--- src/rtl/fifo_ctrl.sv ---
// Pointer/flag controller that runs a 2**ADDR_WIDTH register file as a FIFO.
// Define FIFO_CTRL_COUNT_EN to add the count and almost_full outputs.
module fifo_ctrl #(
  parameter int ADDR_WIDTH = 2
) (
  input  logic                  clk,
  input  logic                  reset,
  input  logic                  wr,
  input  logic                  rd,
  output logic                  w_en,
  output logic [ADDR_WIDTH-1:0] w_addr,
  output logic                  r_en,
  output logic [ADDR_WIDTH-1:0] r_addr,
  output logic                  rd_valid,
  output logic                  full,
  output logic                  empty,
`ifdef FIFO_CTRL_COUNT_EN
  output logic [ADDR_WIDTH:0]   count,
  output logic                  almost_full,
`endif
  output logic                  ovf,
  output logic                  udf
);

  localparam int DEPTH = 2 ** ADDR_WIDTH;

  // Pointers carry one extra wrap bit so full and empty can be told apart.
  logic [ADDR_WIDTH:0] wptr;
  logic [ADDR_WIDTH:0] rptr;

  assign w_addr = wptr[ADDR_WIDTH-1:0];
  assign r_addr = rptr[ADDR_WIDTH-1:0];

  assign empty = (wptr == rptr);
  assign full  = (wptr[ADDR_WIDTH-1:0] == rptr[ADDR_WIDTH-1:0]) &&
                 (wptr[ADDR_WIDTH] != rptr[ADDR_WIDTH]);

  // A push into a full FIFO is fine when a pop frees the slot in the same
  // cycle; the registered read returns the old word before it is overwritten.
  assign r_en = rd & ~empty;
  assign w_en = wr & (~full | rd);

  always_ff @(posedge clk or posedge reset) begin
    if (reset) begin
      wptr     <= '0;
      rptr     <= '0;
      rd_valid <= 1'b0;
      ovf      <= 1'b0;
      udf      <= 1'b0;
    end else begin
      wptr     <= wptr + {{ADDR_WIDTH{1'b0}}, w_en};
      rptr     <= rptr + {{ADDR_WIDTH{1'b0}}, r_en};
      rd_valid <= r_en;
      ovf      <= wr & full & ~rd;
      udf      <= rd & empty;
    end
  end

`ifdef FIFO_CTRL_COUNT_EN
  assign count       = wptr - rptr;
  assign almost_full = (count >= (ADDR_WIDTH + 1)'(DEPTH - 1));
`endif

endmodule

--- config.mk ---
export PLATFORM = sky130hd
export DESIGN_NAME = fifo_ctrl
export DESIGN_NICKNAME = d
export VERILOG_FILES = /design/src/rtl/fifo_ctrl.sv
export SDC_FILE = /design/constraint.sdc
export NUM_CORES = 1
export LEC_CHECK = 0
export ABC_AREA = 1
export CORE_AREA = 4 4 41 43
export DETAILED_ROUTE_END_ITERATION = 7
export DIE_AREA = 0 0 45 47
export DONT_BUFFER_PORTS = 1
export PLACE_DENSITY = 0.46
export SYNTH_ARGS = -nofsm -noshare
export SYNTH_HDL_FRONTEND = slang
export SYNTH_SLANG_ARGS = --single-unit
--- constraint.sdc ---
create_clock -name clk -period 1.47 [get_ports clk]
set_input_delay 0.2205 -clock clk [delete_from_list [all_inputs] [get_ports clk]]
set_output_delay 0.2205 -clock clk [all_outputs]
set_load 0.01 [all_outputs]
**Yosys cells after proc, flatten, opt, wreduce, memory -nomap -nowiden**

Index checks and enable logic that the tools add are counted.

- $add $sub $neg: 2
- Equality and inequality tests: 3
- Bitwise gates (word level): 9
- Reductions and logical operators: 1

Operator list:

| operator | count |
|---|---|
| $add 3x1->3 | 2 |
| $and 1x1->1 | 5 |
| $eq 3x3->1 | 1 |
| $not 1->1 | 3 |
| $eq 2x2->1 | 1 |
| $logic_and 1x1->1 | 1 |
| $ne 1x1->1 | 1 |
| $or 1x1->1 | 1 |

- Bits in registers: 9
- Input port bits: 4
- Output and inout bits: 11
- Word-level logic and storage cells: 20

**Depth between registers and ports, before layout**

Gate-level depths: netlist of run 1.

- Depth after elaboration: 6
- Depth in mapped cells: 9
- Depth with buffers taken out: 9

**Worst setup path before layout of run 1**

OpenSTA, ideal clock, no wires.

- Path kind: register to register
- From: register rptr[1]
- To: register rptr[2]
- Library setup time: 124 ps
- Arrival time: 1,354 ps
- Data required time: 1,346 ps
- Slack: -8 ps
- Stages on the path, launching flop included: 10
- Path buffers: 0
- Period minus slack after synthesis: 1,478 ps
- Cells stage by stage: dfrtp_1 inv_1 nand2_1 nand2_1 nand4_1 nand2_1 inv_1 ha_1 ha_1 xor2_1

- Cells in the longest elaborated chain, start to end: 4

RTL lines:

| element | line | RTL |
|---|---|---|
| start, declared | 29 | `logic [ADDR_WIDTH:0] rptr;` |
| start signal, assigned | 52 | `rptr <= rptr + {{ADDR_WIDTH{1'b0}}, r_en};` |
| $eq 3x3->1 | 34 | `assign empty = (wptr == rptr);` |
| $not 1->1 | 40 | `assign r_en = rd & ~empty;` |
| $and 1x1->1 | 40 |  |
| via r_en | 12 | `output logic r_en,` |
| $add 3x1->3 | 52 |  |

The timed path passes the listed nets, and every way through them passes these cells.

**Worst setup path after layout of run 1**

- From: register wptr[2]
- To: output w_en

- Cells in the longest elaborated chain, start to end: 5

RTL lines:

| element | line | RTL |
|---|---|---|
| start, declared | 28 | `logic [ADDR_WIDTH:0] wptr;` |
| start signal, assigned | 51 | `wptr <= wptr + {{ADDR_WIDTH{1'b0}}, w_en};` |
| $ne 1x1->1 | 36 | `(wptr[ADDR_WIDTH] != rptr[ADDR_WIDTH]);` |
| $logic_and 1x1->1 | 35 | `assign full = (wptr[ADDR_WIDTH-1:0] == rptr[ADDR_WIDTH-1:0]) &&` |
| $not 1->1 | 41 | `assign w_en = wr & (~full \| rd);` |
| $or 1x1->1 | 41 |  |
| $and 1x1->1 | 41 |  |
| end, declared | 10 | `output logic w_en,` |

Every way passes these cells.

==> results by stage, run 1 <==
Outcome:
- The flow ran to the end, but the final reports show violations.
- The final reports fail on setup timing.

CTS:
- The number of clock sinks is 9.
- The clock transition at the register clock pins on the worst setup and hold paths after CTS is 0.06 ns.
- In this run the number of H-tree levels came out at 1.
- The maximum buffer depth of the clock tree is 2.
- The worst-skew pair later-pin latency is 0.26 ns.
- TritonCTS built the clock tree.
- The number of clock buffers added by TritonCTS is 3.
- The cell at the root of the clock tree is sky130_fd_sc_hd__clkbuf_4.

Detailed routing:
- The routed design has 930 microns of wire.
- The number of nets with antenna violations after detailed routing is 0.
- In the final routed layout, each cell accounts on average for 11.1 microns.
- The total via count after detailed routing is 351.
- After detailed routing, the number of vias per cell comes to 4.18.
- For this block, the initial DRC count from the detailed router was 0.
- The first-pass iteration count of the detailed router is 1.
- Detailed routing placed a total of 468 microns of wire on met2.
- Wire segments on met3 add up to 49 microns in the final route.
- In the routed design, unresolved DRC markers number 0.
- Signal routing reaches up to met4.
- The routed metal-1 wire length is 376 microns.

Yosys:
- Counting every instance in the synthesized netlist gives 47.
- The mapped netlist covers 448 sq um.
- In the synthesized netlist, the cells that appear most often are 12 x sky130_fd_sc_hd__inv_1, 10 x sky130_fd_sc_hd__nand2_1, 9 x sky130_fd_sc_hd__dfrtp_1, 4 x sky130_fd_sc_hd__buf_4, 4 x sky130_fd_sc_hd__ha_1.
- After synthesis, the largest family of logic cells by area is simple AND/OR/NAND/NOR gates.
- The multiplexer share of the synthesized area is 0%.
- The proportion of synthesized chip area in sequential cells is 50.3%.
- The largest total area in the synthesized netlist belongs to sky130_fd_sc_hd__dfrtp_1.
- The synthesized design devotes to its leading area cell type 50.3% of total area.
- Summing the areas of all and, or, nand and nor instances in the mapped netlist gives 17.9% of the synthesized area.
- After synthesis, the share of flip-flops with an asynchronous set or reset is 100%.
- The mean area per synthesized cell is 9.53 sq um.
- Yosys attributes the largest share of cell area to sky130_fd_sc_hd__dfrtp_1 50%, sky130_fd_sc_hd__ha_1 11%, sky130_fd_sc_hd__inv_1 10%, sky130_fd_sc_hd__nand2_1 8.4%, sky130_fd_sc_hd__buf_4 6.7%.
- The xor-xnor portion of the synthesized cell area is 3.91%.
- The number of storage elements in the synthesis netlist is 9.
- Counting every net in the synthesized netlist gives 55.
- For this run, the leading register cell type out of synthesis is sky130_fd_sc_hd__dfrtp_1.
- The count of synthesis-stage warnings from yosys is 0.
- The netlist uses 11 different library cells.
- The most instantiated library cell after synthesis is sky130_fd_sc_hd__inv_1.
- The synthesized netlist devotes 0% of its cell area to compound gates.
- The adder-cell share of the synthesized area is 11.2%.
- The synthesized design contains 0 enable-type register cells.

Global routing:
- The first global-routing pass estimated 1460 microns of wire.
- The total routing resource utilization after global routing is 10.4%.
- The via count of the first global-routing pass is 341.
- The maximum number of pins on one net before global-route repair is 10.
- The number of antenna violations at the first check in global routing is 0.
- The overall overflow remaining after global route is 0.

Floorplanning:
- The effective utilization at floorplan is 34.4%.
- In this run the core area contains 13 standard-cell rows.
- The floorplan die width is 45 microns.
- After floorplanning, the core was sized to cover 1300 sq um.
- 15 I/O pins were placed.
- The height of the die is 47 microns.
- The die footprint is 2120 sq um.

Placed design:
- The routability congestion estimate is 0.708.
- Detailed placement finished with a half-perimeter wire length of 671 microns.
- The count of buffers from port buffering is 0.
- In this run the cell area measured after placement is 534 sq um.
- In this run, placement finished with an instance count of 71.

Timing:
- Timing would allow up to 639 MHz.
- The final count of hold timing violations is 0.
- The worst path in the final design needs a cycle of 1.57 ns, including I/O delays and setup.
- The remaining max-slew budget at the tightest pin is 77.5%.
- The max-slew violation count came to 0.
- Of the available clock period, the critical path in the final layout requires 107%.
- The worst clock skew is 0.00405 ns.
- The post-route worst setup slack is -0.0959 ns.
- The slew at the pin closest to its max-slew limit is 0.337 ns.
- The final number of setup-violating endpoints is 2.
- Setup total negative slack on the finished layout was measured at -0.102 ns.
- Setup repair after global routing could not meet its margin everywhere.

Layout:
- The repair_antennas step left the layout with diodes totalling 0.
- Compared with the post-synthesis result, the final layout area differs by 52.0%.
- After the last flow step, the layout net total stands at 78.
- The summed area of non-filler cells in the final layout is 681 sq um.
- For this run, the number of standard cells in the final layout without fillers is 84.
- The post-route netlist has 53.6% of its cells at a drive strength greater than 1.

Critical path:
- For the worst setup path, the data arrival time is 1.35 ns.
- The worst setup path startpoint is wptr[2].
- The worst setup path is launched from a register.
- The required time at the worst-slack endpoint is 1.25 ns.
- The setup path with the least slack is of type reg2out.
- In this run the critical register-to-register path is captured at wptr[2].
- The top fanout value on the critical path is 3.
- The endpoint type of the worst setup path is an output port.
- The internal reg-to-reg setup slack is 0 ns.
- In this run the critical register-to-register path is launched from wptr[2].
- The depth of the most critical reg-to-reg path is 9.
- The critical path ends at w_en.

Power and ir drop:
- The total power density per cell area is 2230 nW/um^2.
- The standby leakage power is 0.380 nW.
- The total power is 1.52 mW.
- The peak supply drop is 982 uV.

Flow run:
- Across the run, the number of max-cap violations was 0.

Hold path:
- The worst hold path belongs to the class in2reg.
==> state kept, by name, indices dropped and copies added (netlist names) <==
name,flops
wptr,3
rptr,3
rd_valid,1
udf,1
ovf,1
==> what timing repair did <==
action / in CTS / in global routing
resized for setup: 8 / 6
endpoints found under the hold margin: 9 / 1
hold buffers: 1 / 1
setup endpoints to repair: 6 / 7
gates cloned: 0 / 0
buffers inserted: 4 / 3
pin swaps: 2 / 4
==> worst min-delay path by stage <==
stage / to / startpoint / cells after the start / slack [ns]
floorplan: ovf / reset / 1 / 0.05
global placement: rd_valid / reset / 1 / 0.09
detailed placement: rd_valid / reset / 1 / 0.09
CTS: ovf / rd / 1 / 0.0003
global route: udf / rd / 2 / 0.06
finish: udf / rd / 2 / 0.06
==> cell usage in the layout, fill, tap and decap left out, drive strengths merged, types with 2 or more instances in the layout <==
cell type | Yosys | layout
clkbuf | 0 | 4
ha | 4 | 4
buf | 4 | 20
inv | 12 | 12
nand2 | 10 | 10
dfrtp | 9 | 9
nor2 | 3 | 3
xor2 | 2 | 2
dlygate4sd3 | 0 | 2
==> kinds of logic (layout without fill, tap and decap cells) <==
kind of cell,Yosys count,after routing
flip-flops,9,9
adder cells (fa/ha/maj),4,4
XOR/XNOR,2,2
AND/OR/NAND/NOR,16,16
buffers and inverters,16,38
==> metrics by stage <==
stage	hold WS, ns	setup WS (ns)	util (%)
2_1_floorplan	0.0484	0.0138	-
3_3_place_gp	0.0860	-0.0520	41.1
3_5_place_dp	0.0927	-0.0669	41.1
4_1_cts	0.000293	-0.114	49.0
5_1_grt	0.0559	-0.188	52.3
6_report	0.0594	-0.0959	52.3
==> routing by layer <==
layer / vias up / GRT usage, %
li1: 177 / -
met1: 158 / 10.5
met2: 11 / 16.4
met3: 5 / 3.45
met4: 0 / 10.5
met5: - / 0
==> layout make-up <==
type                       count  area, sq um
timing repair buffer          22          178
fill                         131          621
multi-input combinational     22          185
clock buffer                   4         26.3
sequential                     9          225
inverter                      12         47.5
tap                           15         18.8
==> power breakdown <==
group | internal, mW | switching (mW) | leakage, nW | total [mW]
Sequential | 0.358 | 0.0920 | 0.110 | 0.450
Clock | 0.105 | 0.0899 | 0.0150 | 0.195
Combinational | 0.479 | 0.394 | 0.255 | 0.873
Total | 0.942 | 0.576 | 0.380 | 1.52
==> critical path, cell delays in order, from the launching register on <==
cell and delay [ns]:
sky130_fd_sc_hd__dfrtp_1 0.40, sky130_fd_sc_hd__inv_1 0.07, sky130_fd_sc_hd__nand2_2 0.06, sky130_fd_sc_hd__nand2_2 0.07, sky130_fd_sc_hd__nand3_2 0.09, sky130_fd_sc_hd__nor2_2 0.11
sky130_fd_sc_hd__nor2_2 0.05, sky130_fd_sc_hd__buf_4 0.12, sky130_fd_sc_hd__buf_6 0.11
No activity file was read; power rests on OpenSTA's default activity.
==> run 2: changes to the inputs <==
--- a/config.mk
+++ b/config.mk
@@ -6,6 +6,7 @@
 export NUM_CORES = 1
 export LEC_CHECK = 0
 export ABC_AREA = 1
+export CAP_MARGIN = 0
 export CORE_AREA = 4 4 41 43
 export DETAILED_ROUTE_END_ITERATION = 7
 export DIE_AREA = 0 0 45 47
==> results of run 2 <==
No change in the layout: final DEF, timing and power equal those of run 1.
==> run 3: changes to the inputs <==
--- a/config.mk
+++ b/config.mk
@@ -11,6 +11,7 @@
 export DETAILED_ROUTE_END_ITERATION = 7
 export DIE_AREA = 0 0 45 47
 export DONT_BUFFER_PORTS = 1
+export HOLD_SLACK_MARGIN = 0.06
 export PLACE_DENSITY = 0.46
 export SYNTH_ARGS = -nofsm -noshare
 export SYNTH_HDL_FRONTEND = slang
==> results by stage, run 3 (synthesis results as in run 1) <==
Timing:
- The timing-limited maximum frequency is 638 MHz (was 639 MHz).
- The final number of setup-violating endpoints is 2 (unchanged).
- The remaining max-slew budget at the tightest pin came to 77.5% (about the same).
- The slew at the pin closest to its max-slew limit is 0.337 ns (about the same).
- The total negative slack is -0.102 ns (about the same).
- The final period utilization is 107% (about the same).
- The max-slew violation count was 0 (unchanged).
- The worst clock skew is 0.00405 ns (about the same).
- The post-route worst setup slack is -0.0962 ns (was -0.0959 ns).
- Setup repair after global routing missed its margin: true (unchanged).
- The final count of hold timing violations is 0 (unchanged).
- The shortest period the worst path allows is 1.57 ns (about the same).

Placed design:
- The worst slack at placement came to -0.0669 ns (unchanged).
- The routability congestion estimate was 0.708 (unchanged).
- The detailed placement HPWL was 671 microns (unchanged).
- The count of buffers from port buffering came to 0 (unchanged).
- The number of cells after detailed placement is 71 (unchanged).

Critical path:
- The critical path depth in cells was 8 (unchanged).
- The internal reg-to-reg setup slack is 0 ns (about the same).
- The worst path buffer plus inverter count is 3 (unchanged).
- The maximum cell stage delay along the critical path is 0.40 ns (about the same).
- The critical path's top delay family was flip-flops (unchanged).
- The start of the worst register-to-register path is wptr[2] (unchanged).
- The depth of the most critical reg-to-reg path is 9 (unchanged).
- The type of the worst setup path is reg2out (unchanged).
- The data arrival time of the critical path is 1.35 ns (about the same).
- Cell breakdown of the critical path: inv_1 > nand2_2 > nand2_2 > nand3_2 > nor2_2 > nor2_2 > buf_4 > buf_6 (unchanged).
- The cell at the slowest stage of the critical path is sky130_fd_sc_hd__dfrtp_1 (unchanged).
- The endpoint type of the worst setup path is an output port (unchanged).
- The category of the worst setup path launch point is a register (unchanged).
- The top fanout value on the critical path is 3 (unchanged).
- The endpoint of the lowest-slack register-to-register path is wptr[2] (unchanged).
- The required time at the worst-slack endpoint is 1.25 ns (about the same).

Detailed routing:
- The number of nets with antenna violations after detailed routing was 0 (unchanged).
- The post-detailed-route via-to-cell ratio came to 4.20 (was 4.18).
- The DRC violation total after the first TritonRoute iteration came to 0 (unchanged).
- The total via count after detailed routing is 353 (was 351).
- The average wire length per cell after detail routing is 11.0 microns (was 11.1 microns).
- The final routed wirelength across all metal layers is 928 microns (was 930 microns).
- The first-pass iteration count of the detailed router came to 1 (unchanged).
- The detailed-route DRC error count was 0 (unchanged).

Layout:
- Regs by FF count: rptr (3), wptr (3) (unchanged).
- The post-layout instance count excluding filler cells was 84 (unchanged).
- The final layout net count is 78 (unchanged).
- The growth of design area from synthesis to finish is 52.0% (unchanged).
- The commonest non-fill, non-tap cell in the layout was sky130_fd_sc_hd__buf_4 (unchanged).
- Commonest cells after routing, fill and taps aside: 18 x sky130_fd_sc_hd__buf_4, 9 x sky130_fd_sc_hd__inv_1, 9 x sky130_fd_sc_hd__dfrtp_1, 6 x sky130_fd_sc_hd__nand2_1, 4 x sky130_fd_sc_hd__nand2_2 (unchanged).
- The utilization after layout was 52.3% (unchanged).
- The number of antenna diodes is 0 (unchanged).
- The share of cells above drive strength 1 is 53.6% (unchanged).

CTS:
- The cell at the root of the clock tree is sky130_fd_sc_hd__clkbuf_4 (unchanged).
- The worst-skew pair later-pin latency was 0.26 ns (about the same).
- The CTS tree is yes (unchanged).
- The number of clock sinks is 9 (unchanged).
- The number of buffers created by CTS is 3 (unchanged).
- The count of H-tree levels built during CTS is 1 (unchanged).
- The maximum buffer depth of the clock tree is 2 (unchanged).
- The clock transition at the register clock pins on the worst setup and hold paths after CTS is 0.06 ns (about the same).

Power and ir drop:
- The standby leakage power is 0.380 nW (unchanged).
- The total power density per cell area is 2230 nW/um^2 (about the same).
- The peak supply drop is 982 uV (about the same).

Outcome:
- Failing checks: setup timing (unchanged).
- Result of the run: finished, violations left (unchanged).

Flow run:
- The reported max-cap violation count is 0 (unchanged).

Hold path:
- The hold path endpoint is ovf (was udf).
- The path category of the worst min-delay check was in2reg (unchanged).
- The hold path startpoint is wr (was rd).
- The worst hold path cell count is 2 (unchanged).

Global routing:
- The global-route wire length before repair is 1480 microns (was 1460 microns).
- The maximum number of pins on one net before global-route repair came to 10 (unchanged).
- The via count of the first global-routing pass came to 346 (was 341).
- The total routing resource utilization after global routing was 10.5% (was 10.4%).
- The number of antenna violations at the first check in global routing was 0 (unchanged).
- The overall overflow remaining after global route came to 0 (unchanged).

Floorplanning:
- The number of top-level pins is 15 (unchanged).
- The die footprint is 2120 sq um (unchanged).
- The placeable core region is 1300 sq um (unchanged).
- The number of rows created at floorplan was 13 (unchanged).
- The height of the die is 47 microns (unchanged).
- The floorplan die width is 45 microns (unchanged).
- The effective utilization at floorplan is 34.4% (unchanged).
==> run 3: cell counts in the layout (fill, tap and decap cells not counted) <==
Identical to the previous run, type by type.
==> run 3: final cells by class <==
type                       count  area (sq um)
fill                         131           621
inverter                      12          47.5
sequential                     9           225
multi-input combinational     22           185
timing repair buffer          22           178
clock buffer                   4          26.3
tap                           15          18.8
==> run 3: worst max-delay path by stage <==
stage,endpoint,from
detailed placement,rptr[2],wptr[0]
global placement,rptr[2],wptr[0]
CTS,w_en,wptr[2]
global route,w_en,wptr[1]
finish,w_en,wptr[2]
floorplan,rptr[2],wptr[0]
==> run 3: power breakdown <==
part / internal [mW] / switching [mW] / leakage (nW)
sequential: 0.358 / 0.0920 / 0.110
clock: 0.105 / 0.0899 / 0.0150
combinational: 0.479 / 0.395 / 0.255
total: 0.942 / 0.576 / 0.380
==> run 3: through the flow <==
stage          instance area, sq um  total power [mW]  hold WS [ns]
3_5_place_dp                    534              1.07        0.0927
6_report                        681              1.52         0.108
2_1_floorplan                   448             0.828        0.0484
4_1_cts                         648              1.43         0.104
5_1_grt                         681              1.67        0.0967
3_3_place_gp                    534              1.04        0.0860
==> run 3: routing by layer <==
metal	share of wire [%]	track usage, %	vias to the layer above
met5	0	0	-
met4	3.9	10.5	0
met3	5.3	3.45	5
met2	50	16.7	11
met1	41	10.8	160
li1	-	-	177
==> run 3: repair_timing <==
item	in CTS	in global routing
endpoints found under the setup margin	6	7
setup buffers	4	3
hold buffers	2	0
endpoints found under the hold margin	11	0
gates resized for setup	8	6
cloned	0	0
pin swaps	2	4
==> run 3: worst reg2reg max path, delay by kind of cell, from the launching register on <==
family	cells	cell delay, ns
buffers and inverters	1	0.07
adder cells (fa/ha/maj)	2	0.36
AND/OR/NAND/NOR	5	0.38
XOR/XNOR	1	0.15
flip-flops	1	0.40
==> RTL edit 1 (config.mk and constraints of run 2) <==
`ADDR_WIDTH`: 2 -> 4. Comments in the files are not updated.
--- a/src/rtl/fifo_ctrl.sv
+++ b/src/rtl/fifo_ctrl.sv
@@ -1,7 +1,7 @@
 // Pointer/flag controller that runs a 2**ADDR_WIDTH register file as a FIFO.
 // Define FIFO_CTRL_COUNT_EN to add the count and almost_full outputs.
 module fifo_ctrl #(
-  parameter int ADDR_WIDTH = 2
+  parameter int ADDR_WIDTH = 4
 ) (
   input  logic                  clk,
   input  logic                  reset,
Interface: changed (resized r_addr and w_addr); port bits go from 15 to 19. No check against the original RTL was run, so the function may have changed too.
==> RTL edit 1 against run 2 <==
The run still ends with negative setup slack left. Worst setup slack got worse by 190 ps. First-iteration DRC count rose by 1. Sequential cell count rose by 4. Synthesized area rose by 52%. Total power rose by 67%. Cell area rose by 55%. Die area did not move. Wire length rose by 71%. Critical path type unchanged. Largest power group unchanged. Highest routed layer unchanged.
==> RTL edit 1: results (changes against run 2) <==
| Metric | Value |
|---|---|
| Top pwr grp | `combinational cells` |
| Distinct cell type count after synthesis | `16 (+5)` |
| Initial antenna violation count | `0 (unchanged)` |
| Failing checks | `negative setup slack` |
| Largest net degree at the start of global routing | `14 (+4)` |
| Routed wire length | `1594 um (+71%)` |
| Root Buffer | `clkbuf_4` |
| Num CTS Buffers | `3 (unchanged)` |
| Min-delay worst type | `input pin to register` |
| Post-route setup slack | `-282.0 ps (-186.1 ps)` |
| Regs by FF count | `rptr x5, wptr x5` |
| Setup WS pre-CTS | `-180.0 ps (-113.1 ps)` |
| Vias in the first global route | `583 (+71%)` |
| Most frequent cells after synthesis | `dfrtp_1 (13), nand2_1 (13), inv_1 (11)` |
| Clk power | `225 uW (+15%)` |
| VDD IR max | `1402 uV (+43%)` |
| Leakage power | `0.0005232 uW (+38%)` |
| Ant diodes | `0 (unchanged)` |
| Seq pwr share | `26.0% (-3.7 points)` |
| Layout cells sized above 1 | `57.58% (+4.0 points)` |
| Crit Path Max Fanout | `3 (unchanged)` |
| Register area share after synthesis | `47.88% (-2.4 points)` |
| HPWL Detailed | `1098 um (+64%)` |
| H-tree Lvls | `1 (unchanged)` |
| Final setup violation count | `12 (+10)` |
| Clk slew on worst S/H paths | `80 ps (+20 ps)` |
| Clk_lat worst skew | `270 ps` |
| Synth top area cells | `dfrtp_1 (48%), buf_4 (8.8%), ha_1 (7.4%), nand2_1 (7.2%), inv_1 (6.1%)` |
| Skew final | `1.134 ps (-2.920 ps)` |
| Clock buffer depth | `2 (unchanged)` |
| Port bufs | `0 (unchanged)` |
| Synth warn | `0 (unchanged)` |
| Fillers | `77 (-41%)` |
| First-pass GRT wire length | `2525 um (+74%)` |
| Switching Fraction | `40.84% (+2.9 points)` |
| WL/cell | `13.98 um (+26%)` |
| Drt first pass iters | `3 (+2)` |
| Gpl congestion | `0.7212 (+1.8%)` |
| Total track usage | `17.23% (+6.9 points)` |
| Nets | `108 (+38%)` |
| Worst-Margin Slew | `473.5 ps (+136.9 ps)` |
| Run status | `finished, violations left` |
| Routed via count | `530 (+51%)` |
| Asr flop ratio synth | `100.0% (unchanged)` |
| Post-Synthesis Net Count | `78 (+42%)` |
| Dpl cells | `98 (+38%)` |
| Syn_area_per_cell | `9.706 sq um (+1.8%)` |
| DR iter-0 viols | `1 (+1)` |
## RTL edit 1: cell count changes in the layout (fill, tap and decap cells not counted), moves of 3 or more
cell,change
nand2_1,+6
dfrtp_1,+4
buf_4,+6
buf_6,+5
nand2_2,-3
nand3_4,+3
## RTL edit 1: routing by layer
metal  routed length (um)  track usage (%)  up-vias  part of all wire [%]
li1                     -                -      263                     -
met1                  546            17.06      246                    34
met2                  901            33.05       17                    57
met3                  113            5.364        4                   7.1
met4                   33            7.018        0                   2.1
met5                    0                0        -                     0
## RTL edit 1: final cells by class
| class | count | area, sq um | share of cell area [%] |
|---|---|---|---|
| clock buffers | 4 | 26.28 | 2.491 |
| inverters | 12 | 47.55 | 4.508 |
| multi-input cells | 37 | 357.8 | 33.93 |
| flip-flops and latches | 13 | 325.3 | 30.84 |
| well taps | 15 | 18.77 | 1.779 |
| repair buffers | 33 | 279.0 | 26.45 |
## RTL edit 1: timing repair
| action | in CTS | in global routing |
|---|---|---|
| setup endpoints to repair | 12 | 12 |
| hold buffers | 2 | 0 |
| setup buffers | 8 | 4 |
| hold endpoints to repair | 14 | 0 |
| pin swaps | 3 | 13 |
| resized for setup | 17 | 8 |
## RTL edit 1: cells by family (layout without fill, tap and decap cells)
| group | after synthesis | count (layout) | share of synthesized area, % |
|---|---|---|---|
| buffers and inverters | 20 | 49 | 15.47 |
| xor gates and xnor gates | 7 | 7 | 10.13 |
| AOI/OAI and AO/OA | 1 | 1 | 0.7359 |
| and+or+nand+nor | 25 | 25 | 18.42 |
| DFF | 13 | 13 | 47.88 |
| adders and majority gates | 4 | 4 | 7.367 |
## RTL edit 1: stage by stage
step	power, uW	cell area [sq um]	TNS, ps	hold slack [ps]	util, %
floorplan	1393	706.9	-584.9	97.46	-
global placement	1755	823.3	-369.9	144.4	63.27
detailed placement	1810	823.3	-719.1	153.4	63.27
CTS	2413	1002	-1172	97.35	77.02
global route	2719	1055	-3462	100.1	81.06
finish	2529	1055	-1890	97.90	81.06
## RTL edit 1: path summary, 6_finish.rpt
path,from,end,cells past startpoint,slack [ps]
min reg2reg,rptr[4],rptr[4],2,630
max,rptr[2],w_en,8,-280
max reg2reg,rptr[2],wptr[4],10,-190
min,wr,ovf,2,100
max in group asynchronous,reset,wptr[0],2,740
min in group asynchronous,reset,udf,2,400
## RTL edit 1: worst max-delay path: stages (launching register included)
cell	delay, ps
dfrtp_1	400
nand2_1	90
nand2_1	80
nor2_2	160
nand3_2	110
nor2_2	120
nor2_2	50
buf_4	130
buf_6	110
==> RTL edit 2 (config.mk and constraints of run 2) <==
Without the edit above. The output `ovf` loses its register stage (`ovf` becomes a continuous assignment).
--- a/src/rtl/fifo_ctrl.sv
+++ b/src/rtl/fifo_ctrl.sv
@@ -45,16 +45,16 @@
       wptr     <= '0;
       rptr     <= '0;
       rd_valid <= 1'b0;
-      ovf      <= 1'b0;
       udf      <= 1'b0;
     end else begin
       wptr     <= wptr + {{ADDR_WIDTH{1'b0}}, w_en};
       rptr     <= rptr + {{ADDR_WIDTH{1'b0}}, r_en};
       rd_valid <= r_en;
-      ovf      <= wr & full & ~rd;
       udf      <= rd & empty;
     end
   end
+
+  assign ovf = wr & full & ~rd;
 
 `ifdef FIFO_CTRL_COUNT_EN
   assign count       = wptr - rptr;
Formal check against the unedited RTL: not equivalent (Yosys sat finds a counterexample within 10 cycles, from zero or initial values and one cycle with reset high).
==> RTL edit 2 against run 2 <==
Wire length grew 0.22%. Clock skew shrank 1.4 ps. Cell area shrank 3.1%. Critical path type unchanged. Total power shrank 1.0%. Count of clock-buffer cells in the layout shrank 1. Via count shrank 3.7%. Fmax grew 5.7%. Synthesized area shrank 5.6%. Critical path depth shrank 1. Sequential power shrank 6.0%. Worst setup slack gained 84 ps. The flow still finishes with violations (negative setup slack). Sequential cell count shrank 1.
==> RTL edit 2: results (changes against run 2) <==
| Metric | Value |
|---|---|
| Most frequent cells after synthesis | `inv_1 (12), nand2_1 (10), dfrtp_1 (8)` |
| Routed wire length | `932 um (+0.22%)` |
| Layout cells sized above 1 | `59.38% (+5.8 points)` |
| Routed via count | `338 (-3.7%)` |
| # Max-Cap Violations | `0 (unchanged)` |
| Clk slew on worst S/H paths | `50 ps` |
| Post-cts resize count | `10 (+2)` |
| TNS Setup | `-14.47 ps (+87.86 ps)` |
| Register area share after synthesis | `47.34% (-2.9 points)` |
| Regs by FF count | `rptr x3, wptr x3` |
| Total track usage | `10.54% (+0.17 points)` |
| Setup WS pre-CTS | `-55.88 ps (+11.04 ps)` |
| Met2 WL post-DR | `473 um (+1.1%)` |
| DR iter-0 viols | `1 (+1)` |
| WL met3 | `70 um (+43%)` |
| Leakage power | `0.0003523 uW (-7.2%)` |
| Distinct cell type count after synthesis | `11 (unchanged)` |
| Synth top area cells | `dfrtp_1 (47%), ha_1 (12%), inv_1 (11%), nand2_1 (8.9%), buf_4 (7.1%)` |
| Post-route setup slack | `-12.09 ps (+83.81 ps)` |
| Dpl cells | `69 (-2.8%)` |
| Nets | `74 (-5.1%)` |
| M1 wire length | `319 um (-15%)` |
| Slowest stage delay, CP | `420 ps (+20 ps)` |
| Run status | `finished, violations left` |
| Worst-Margin Slew | `315.9 ps (-20.67 ps)` |
| Num CTS Buffers | `3 (unchanged)` |
| Seq pwr share | `28.2% (-1.5 points)` |
| VDD IR max | `1213 uV (+23%)` |
| Placed Area | `501.7 sq um (-6.1%)` |
| Post-Synthesis Net Count | `54 (-1.8%)` |
| Fillers | `126 (-3.8%)` |
| Gpl congestion | `0.7404 (+4.5%)` |
| Largest net degree at the start of global routing | `9 (-1)` |
| Final Non-Filler Cells | `79 (-6.0%)` |
| Vias in the first global route | `365 (+7.0%)` |
| Syn_area_per_cell | `9.194 sq um (-3.5%)` |
| Setup Fix Bufs, Post-CTS | `3 (-1)` |
| Clock Power Share | `11.2% (-1.6 points)` |
| Clock buffer depth | `2 (unchanged)` |
| Port bufs | `0 (unchanged)` |
| Failing checks | `negative setup slack` |
| Combinational power | `911 uW (+4.4%)` |
| Worst EP arrival | `1260 ps (-90 ps)` |
| First-pass GRT wire length | `1524 um (+4.7%)` |
| Drt first pass iters | `2 (+1)` |
| Switching Fraction | `40.18% (+2.2 points)` |
| Crit Path Max Fanout | `4 (+1)` |
| Final setup violation count | `2 (unchanged)` |
| Skew final | `2.657 ps (-1.398 ps)` |
RTL edit 2: cells by family after synthesis:
| group | share of synthesized area [%] |
|---|---|
| buffers and inverters | 17.75 |
| and+or+nand+nor | 18.94 |
| DFF | 47.34 |
| adders and majority gates | 11.83 |
| xor gates and xnor gates | 4.143 |
RTL edit 2: routing by layer:
| layer | GRT usage, % | vias to the layer above |
|---|---|---|
| met4 | 7.602 | 0 |
| met2 | 17.80 | 12 |
| met5 | 0 | - |
| met1 | 10.56 | 151 |
| met3 | 4.215 | 8 |
| li1 | - | 167 |
RTL edit 2: area by class of cell:
class | instances | share of cell area, %
multi-input combinational | 22 | 33.02
sequential | 8 | 30.36
timing repair buffer | 19 | 23.15
inverter | 12 | 7.211
clock buffer | 3 | 3.416
tap | 15 | 2.846
RTL edit 2: worst paths after layout:
path | start | to | slack, ps | cells past startpoint
setup / recovery | wptr[1] | w_en | -10 | 7
hold / removal | rd | udf | 70 | 2
setup reg to reg | wptr[1] | rptr[2] | 10 | 9
hold reg to reg | wptr[2] | wptr[2] | 590 | 2
max in group asynchronous | reset | rptr[0] | 870 | 2
min in group asynchronous | reset | wptr[0] | 360 | 2
RTL edit 2: worst register-to-register path, cell delays in order, from the launching register on:
cell and delay (ps):
dfrtp_1 420, inv_1 70, nand2_1 60, nand2_2 90, nand4_1 110, nand2_1 100
inv_2 50, ha_2 180, ha_4 150, xor2_1 140
RTL edit 2: through the flow:
stage | utilization, % | hold WS (ps)
global route | 50.67 | 77.77
CTS | 45.38 | 66.98
detailed placement | 38.56 | 78.48
finish | 50.67 | 69.90
global placement | 38.56 | 69.44
floorplan | - | 36.16
